`config.mk`:
```
export PLATFORM = sky130hd
export DESIGN_NAME = keypad_controller_flat
export DESIGN_NICKNAME = d
export VERILOG_FILES = /design/src/rtl/keypad_pkg.sv /design/src/rtl/keypad_if.sv /design/src/rtl/scan_tick.sv /design/src/rtl/keypad_controller.sv /design/src/flat_wrapper.sv
export SDC_FILE = /design/constraint.sdc
export NUM_CORES = 1
export LEC_CHECK = 0
export ABC_CLOCK_PERIOD_IN_PS = 2510
export BUFFER_PORTS_ARGS = -buffer_cell sky130_fd_sc_hd__buf_2
export CAP_MARGIN = 20
export CORE_MARGIN = 3
export CORE_UTILIZATION = 28
export CTS_CLUSTER_DIAMETER = 200
export DETAILED_ROUTE_END_ITERATION = 12
export PLACE_DENSITY = 0.53
export SLEW_MARGIN = 40
export SYNTH_ARGS = -nofsm -noshare
export SYNTH_HDL_FRONTEND = slang
export SYNTH_SLANG_ARGS = --single-unit
```
`constraint.sdc`:
```
create_clock -name clk -period 2.51 [get_ports clk]
set_input_delay 0.251 -clock clk [delete_from_list [all_inputs] [get_ports clk]]
set_output_delay 0.251 -clock clk [all_outputs]
set_load 0.005 [all_outputs]
```
`src/rtl/keypad_pkg.sv`:
```
// Shared types and helpers for the 4x4 keypad scanner: FSM states, column
// strobe constants and one-hot decode utilities.
package keypad_pkg;

  typedef enum logic [1:0] {
    SCAN     = 2'd0,
    DB_PRESS = 2'd1,
    HELD     = 2'd2,
    DB_REL   = 2'd3
  } kp_state_t;

  localparam logic [3:0] COL0 = 4'b0001;
  localparam logic [3:0] COL1 = 4'b0010;
  localparam logic [3:0] COL2 = 4'b0100;
  localparam logic [3:0] COL3 = 4'b1000;

  // Only meaningful for one-hot inputs; anything else decodes to 0.
  function automatic logic [1:0] onehot_idx(logic [3:0] v);
    logic [1:0] idx;
    case (v)
      COL1:    idx = 2'd1;
      COL2:    idx = 2'd2;
      COL3:    idx = 2'd3;
      default: idx = 2'd0;
    endcase
    return idx;
  endfunction

  function automatic logic is_onehot4(logic [3:0] v);
    return (v != 4'd0) && ((v & (v - 4'd1)) == 4'd0);
  endfunction

endpackage

```
`src/rtl/keypad_if.sv`:
```
// Keypad pin and key-event bundle between the scanner and its host.
interface keypad_if;
  logic [3:0] rows;
  logic [3:0] cols;
  logic [3:0] key_code;
  logic       key_valid;
  logic       key_held;

  modport master (input rows, output cols, output key_code, output key_valid, output key_held);
  modport slave  (output rows, input cols, input key_code, input key_valid, input key_held);
endinterface

```
`src/rtl/scan_tick.sv`:
```
// Free-running scan tick: one-cycle pulse every SCAN_DIV clocks.
module scan_tick #(
  parameter int SCAN_DIV = 5
) (
  input  logic clk,
  input  logic reset,
  output logic tick
);
  localparam int CW = (SCAN_DIV > 1) ? $clog2(SCAN_DIV) : 1;
  localparam logic [CW-1:0] LAST = CW'(SCAN_DIV - 1);

  logic [CW-1:0] cnt;

  assign tick = (cnt == LAST);

  always_ff @(posedge clk) begin
    if (!reset)    cnt <= '0;
    else if (tick) cnt <= '0;
    else           cnt <= cnt + 1'b1;
  end
endmodule

```
`src/rtl/keypad_controller.sv`:
```
// 4x4 keypad scanner: one-hot column strobes, synchronized row sampling on
// scan ticks, press/release debounce and one registered key event per press.
module keypad_controller
  import keypad_pkg::*;
#(
  parameter int SCAN_DIV = 5,
  parameter int DB_TICKS = 4
) (
  input  logic     clk,
  input  logic     reset,
  keypad_if.master kp
);
  localparam int DBW = $clog2(DB_TICKS + 1);
  localparam logic [DBW-1:0] DB_DONE = DBW'(DB_TICKS);

  logic            tick;
  logic [3:0]      rows_meta, rows_s;
  kp_state_t       state, state_n;
  logic [3:0]      cols_q, cols_n;
  logic [DBW-1:0]  db_cnt, db_n, db_inc;
  logic [3:0]      lat_rows, lat_n;
  logic [1:0]      row_idx, row_n, col_idx, col_n;
  logic [3:0]      code_q, code_n;
  logic            valid_q, valid_n, held_q, held_n;

  scan_tick #(.SCAN_DIV(SCAN_DIV)) u_tick (
    .clk  (clk),
    .reset(reset),
    .tick (tick)
  );

  // Stage boundary: two-flop synchronizer for the asynchronous rows
  always_ff @(posedge clk) begin
    if (!reset) begin
      rows_meta <= '0;
      rows_s    <= '0;
    end else begin
      rows_meta <= kp.rows;
      rows_s    <= rows_meta;
    end
  end

  assign db_inc = db_cnt + 1'b1;

  always_comb begin
    state_n = state;
    cols_n  = cols_q;
    db_n    = db_cnt;
    lat_n   = lat_rows;
    row_n   = row_idx;
    col_n   = col_idx;
    code_n  = code_q;
    valid_n = 1'b0;
    if (tick) begin
      case (state)
        SCAN: begin
          if (is_onehot4(rows_s)) begin
            lat_n = rows_s;
            row_n = onehot_idx(rows_s);
            col_n = onehot_idx(cols_q);
            db_n  = DBW'(1);
            if (DB_DONE == DBW'(1)) begin
              code_n  = {onehot_idx(rows_s), onehot_idx(cols_q)};
              valid_n = 1'b1;
              state_n = HELD;
            end else begin
              state_n = DB_PRESS;
            end
          end else begin
            cols_n = {cols_q[2:0], cols_q[3]};
          end
        end
        DB_PRESS: begin
          if (rows_s != lat_rows) begin
            state_n = SCAN;
            cols_n  = {cols_q[2:0], cols_q[3]};
          end else if (db_inc == DB_DONE) begin
            db_n    = db_inc;
            code_n  = {row_idx, col_idx};
            valid_n = 1'b1;
            state_n = HELD;
          end else begin
            db_n = db_inc;
          end
        end
        HELD: begin
          // Only the latched row of the frozen column matters while held.
          if ((rows_s & lat_rows) == 4'd0) begin
            db_n = DBW'(1);
            if (DB_DONE == DBW'(1)) begin
              state_n = SCAN;
              cols_n  = {cols_q[2:0], cols_q[3]};
            end else begin
              state_n = DB_REL;
            end
          end
        end
        DB_REL: begin
          if ((rows_s & lat_rows) != 4'd0) begin
            state_n = HELD;
          end else if (db_inc == DB_DONE) begin
            db_n    = db_inc;
            state_n = SCAN;
            cols_n  = {cols_q[2:0], cols_q[3]};
          end else begin
            db_n = db_inc;
          end
        end
        default: state_n = SCAN;
      endcase
    end
    held_n = (state_n == HELD) || (state_n == DB_REL);
  end

  // Stage boundary: FSM state and registered outputs
  always_ff @(posedge clk) begin
    if (!reset) begin
      state    <= SCAN;
      cols_q   <= COL0;
      db_cnt   <= '0;
      lat_rows <= '0;
      row_idx  <= '0;
      col_idx  <= '0;
      code_q   <= '0;
      valid_q  <= 1'b0;
      held_q   <= 1'b0;
    end else begin
      state    <= state_n;
      cols_q   <= cols_n;
      db_cnt   <= db_n;
      lat_rows <= lat_n;
      row_idx  <= row_n;
      col_idx  <= col_n;
      code_q   <= code_n;
      valid_q  <= valid_n;
      held_q   <= held_n;
    end
  end

  assign kp.cols      = cols_q;
  assign kp.key_code  = code_q;
  assign kp.key_valid = valid_q;
  assign kp.key_held  = held_q;

endmodule

```
`src/flat_wrapper.sv`:
```
// flat-port wrapper written by rule: the top's interface ports become plain ports
module keypad_controller_flat import keypad_pkg::*;
#(
  parameter int SCAN_DIV = 5,
  parameter int DB_TICKS = 4
)
  (clk, reset, kp_rows, kp_cols, kp_key_code, kp_key_valid, kp_key_held);
  keypad_if kp_i ();
  input  logic clk;
  input  logic reset;
  input wire logic [$bits(kp_i.rows)-1:0] kp_rows;
  output wire logic [$bits(kp_i.cols)-1:0] kp_cols;
  output wire logic [$bits(kp_i.key_code)-1:0] kp_key_code;
  output wire logic [$bits(kp_i.key_valid)-1:0] kp_key_valid;
  output wire logic [$bits(kp_i.key_held)-1:0] kp_key_held;
  assign kp_i.rows = kp_rows;
  assign kp_cols = kp_i.cols;
  assign kp_key_code = kp_i.key_code;
  assign kp_key_valid = kp_i.key_valid;
  assign kp_key_held = kp_i.key_held;
  keypad_controller #(.SCAN_DIV(SCAN_DIV), .DB_TICKS(DB_TICKS)) u_core (.clk(clk), .reset(reset), .kp(kp_i));
endmodule
```
==> key figures <==
Yosys
  – Seq/Total Area, Yosys: 44.9%
  – Post-Syn Area: 1520 um^2
  – Post-synth EDFFs: 0
  – Simple-Gate Fraction of Synth Area: 23.3%
  – Synthesized flop and latch total: 34
  – Mean Syn Cell Area: 9.35 um^2
  – Ys flop type: dfxtp_1
  – Post-synth ARST share: 0%
  – Adder-cell area share of the yosys netlist: 6.61%
  – Yosys cell types: 35
  – YS warnings: 0
  – Synth Area in XOR/XNOR: 3.47%
  – Syn_nets: 176
  – Mux contribution to synthesized area: 7.27%
  – Post-Synthesis Cells: 162
  – Largest family of logic cells by synthesized area: simple AND/OR/NAND/NOR gates
  – Complex-gate fraction of the synthesized area: 10.6%

Pwr
  – Clk network pwr share: 44.0%
  – Pwr Density: 636 nW/um^2
  – Sw Ratio: 21.7%
  – Seq pwr share: 50.3%
  – Combinational power share: 5.6%
  – NetSw: 0.242 mW
  – Internal power: 0.873 mW
  – LEAKAGE: 0.696 nW
  – Peak supply drop: 0.000302 V

Setup path
  – Worst Setup SP: u_core.rows_s[1]
  – Setup crit end kind: register
  – RR Startpoint: u_core.rows_s[1]
  – CP Data Arrival Time: 2.29 ns
  – Worst reg2reg path depth: 6
  – CP Max Fanout: 7
  – CP Data Required Time: 2.71 ns
  – Flop2flop setup slack: 0.42 ns
  – Setup Crit Path Kind: register to register
  – Capturing point of the worst reg2reg path: u_core.db_cnt[2]
  – Worst setup path end: u_core.db_cnt[2]
  – Crit start category: register

Status
  – Status: completed

Timing
  – Relative slew slack: 59.2%
  – Final Max Slew Viols: 0
  – Fmax: 478 MHz
  – Final Skew: 0.00563 ns
  – Fin Setup TNS: 0 ns
  – Finish-stage setup viols: 0
  – Fin crit share: 83.3%
  – Fin. Hold Viols: 0
  – Unrepaired setup endpoints after global routing: no
  – Worst slew pin tran: 0.610 ns
  – Fin crit period: 2.09 ns

Placed design
  – Placed inst area: 1640 um^2
  – Cells after DPL: 240
  – I/O Buffers: 15
  – DP HPWL: 1930 um
  – Placer congestion estimate: 0.774

Run
  – Max_cap viols: 0

Global routing
  – Largest net degree at the start of global routing: 32
  – Remaining global-route overflow: 0
  – Total global-route track usage: 9.66%
  – First-pass GRT wire length: 4800 um
  – Vias in the first global route: 1076
  – Initial antenna violation count: 0

Route
  – First-pass DRT Iterations: 4
  – Avg WL per Cell: 10.7 um
  – Antenna Nets Post-Route: 0
  – Vias/cell: 4.43
  – Residual DRC: 0
  – Routed WL: 2650 um
  – Vias: 1098
  – DR iter-0 viols: 25

Cells and area
  – Commonest non-fill, non-tap cell in the layout: dfxtp_1
  – Fin cells: 248
  – Number of diodes: 0
  – Layout cells sized above 1: 16.3%
  – Fin area: 1750 um^2
  – Nets: 191
  – P&R area growth vs syn: 15.6%
  – Most frequent cells in the layout: dfxtp_1, nor2_1, nand2_1, buf_2, mux2i_1
  – Fill cell count: 537

Clock tree
  – H-tree Lvls: 2
  – Resized Gates After CTS: 0
  – Cts-stage hold buffer count: 0
  – Clock Tree Buf Depth: 2
  – Clock slew at reported path FFs: 0.07 ns
  – Sink Count: 34
  – CTS tree: built
  – # Post-CTS Setup Buffers: 0
  – Clock Latency Late Sink: 0.28 ns
  – CTS Buf Count: 5
  – CTS root buffer: clkbuf_8

Floorplanning
  – Io pins: 16
  – Die area: 6330 um^2
  – DIE WIDTH: 79.6 um
  – Die Height: 79.6 um
  – FP Rows: 26
  – Starting Density: 29.3%
  – Core area: 5170 um^2

Min path
  – Hold Crit Class: primary input to register
[through the flow]
| step | power, mW | worst slack (ns) | hold slack (ns) | utilization [%] |
|---|---|---|---|---|
| finish | 1.11 | 0.419 | 0.171 | 33.9 |
| global route | 1.16 | 0.178 | 0.160 | 33.9 |
| CTS | 1.13 | 0.412 | 0.161 | 33.9 |
| detailed placement | 0.637 | 0.440 | 0.419 | 31.7 |
| global placement | 0.637 | 0.485 | 0.414 | 31.7 |
| floorplan | 0.623 | 0.611 | 0.378 | - |
[synth_stat cells (3+ instances only)]
master | n | area [um^2]
and2_1 | 9 | 56.3
nand4_1 | 3 | 18.8
inv_1 | 6 | 22.5
nor2_1 | 17 | 63.8
xnor2_1 | 3 | 26.3
xor2_1 | 3 | 26.3
nand2_1 | 17 | 63.8
mux2i_1 | 11 | 110
a21oi_1 | 4 | 20.0
nand3_1 | 6 | 30.0
clkbuf_1 | 4 | 15.0
nor3_1 | 7 | 35.0
ha_1 | 8 | 100
o21ai_0 | 5 | 25.0
dfxtp_1 | 34 | 681
[cell families (layout without fill, tap and decap cells)]
family	count (synthesis)	after routing
AO/OA/AOI/OAI	22	22
XOR/XNOR	6	6
adder cells (fa/ha/maj)	8	8
buffers and inverters	13	29
flip-flops	34	34
multiplexers	11	11
AND/OR/NAND/NOR	68	68
[how the worst min path moves through the flow]
stage	start	end	slack, ns	cells past startpoint
after floorplan	kp_rows[0]	u_core.rows_meta[0]	0.38	1
after global placement	u_core.rows_meta[0]	u_core.rows_s[0]	0.41	1
after detailed placement	u_core.rows_meta[0]	u_core.rows_s[0]	0.42	1
after CTS	kp_rows[2]	u_core.rows_meta[2]	0.16	2
after global routing	kp_rows[3]	u_core.rows_meta[3]	0.16	2
final	kp_rows[2]	u_core.rows_meta[2]	0.17	2
[layout make-up]
cell class,count,area [um^2],share of cell area (%)
inverters,6,22.5,1.29
repair buffers,15,75.1,4.29
well taps,70,87.6,5.00
clock inverters,2,37.5,2.14
clock buffers,6,72.6,4.14
flip-flops and latches,34,681,38.9
multi-input cells,115,776,44.3
[routing by layer]
layer,share of wire (%),wire (um),track usage (%)
met5,0,0,0
met4,1.6,42,3.61
met3,4.5,120,3.50
met2,45,1190,14.9
met1,49,1300,12.2
[sequential cells by signal, indices dropped and copies added, names as in the netlist]
| register | count |
|---|---|
| u_core.kp.key_valid | 1 |
| u_core.kp.key_held | 1 |
| u_core.lat_rows | 4 |
| u_core.state | 2 |
| u_core.col_idx | 2 |
| u_core.kp.cols | 4 |
| u_core.u_tick.cnt | 3 |
| u_core.rows_meta | 4 |
| u_core.rows_s | 4 |
| u_core.kp.key_code | 4 |
| u_core.row_idx | 2 |
| u_core.db_cnt | 3 |
[critical path, stage by stage (launching register included)]
cell and delay, ns:
dfxtp_1 0.48, ha_1 0.31, nor4_2 0.37, nand2_1 0.13, a211oi_1 0.35, a21oi_1 0.14, a311oi_2 0.24
[power groups by stage]
stage / registers, mW / clock network, mW / logic [mW]
global placement: 0.573 / 0 / 0.0636
finish: 0.561 / 0.491 / 0.0630
floorplan: 0.570 / 0 / 0.0523
detailed placement: 0.574 / 0 / 0.0637
global route: 0.563 / 0.528 / 0.0726
CTS: 0.561 / 0.508 / 0.0643
Note: power is estimated with default switching activity, not from simulation.
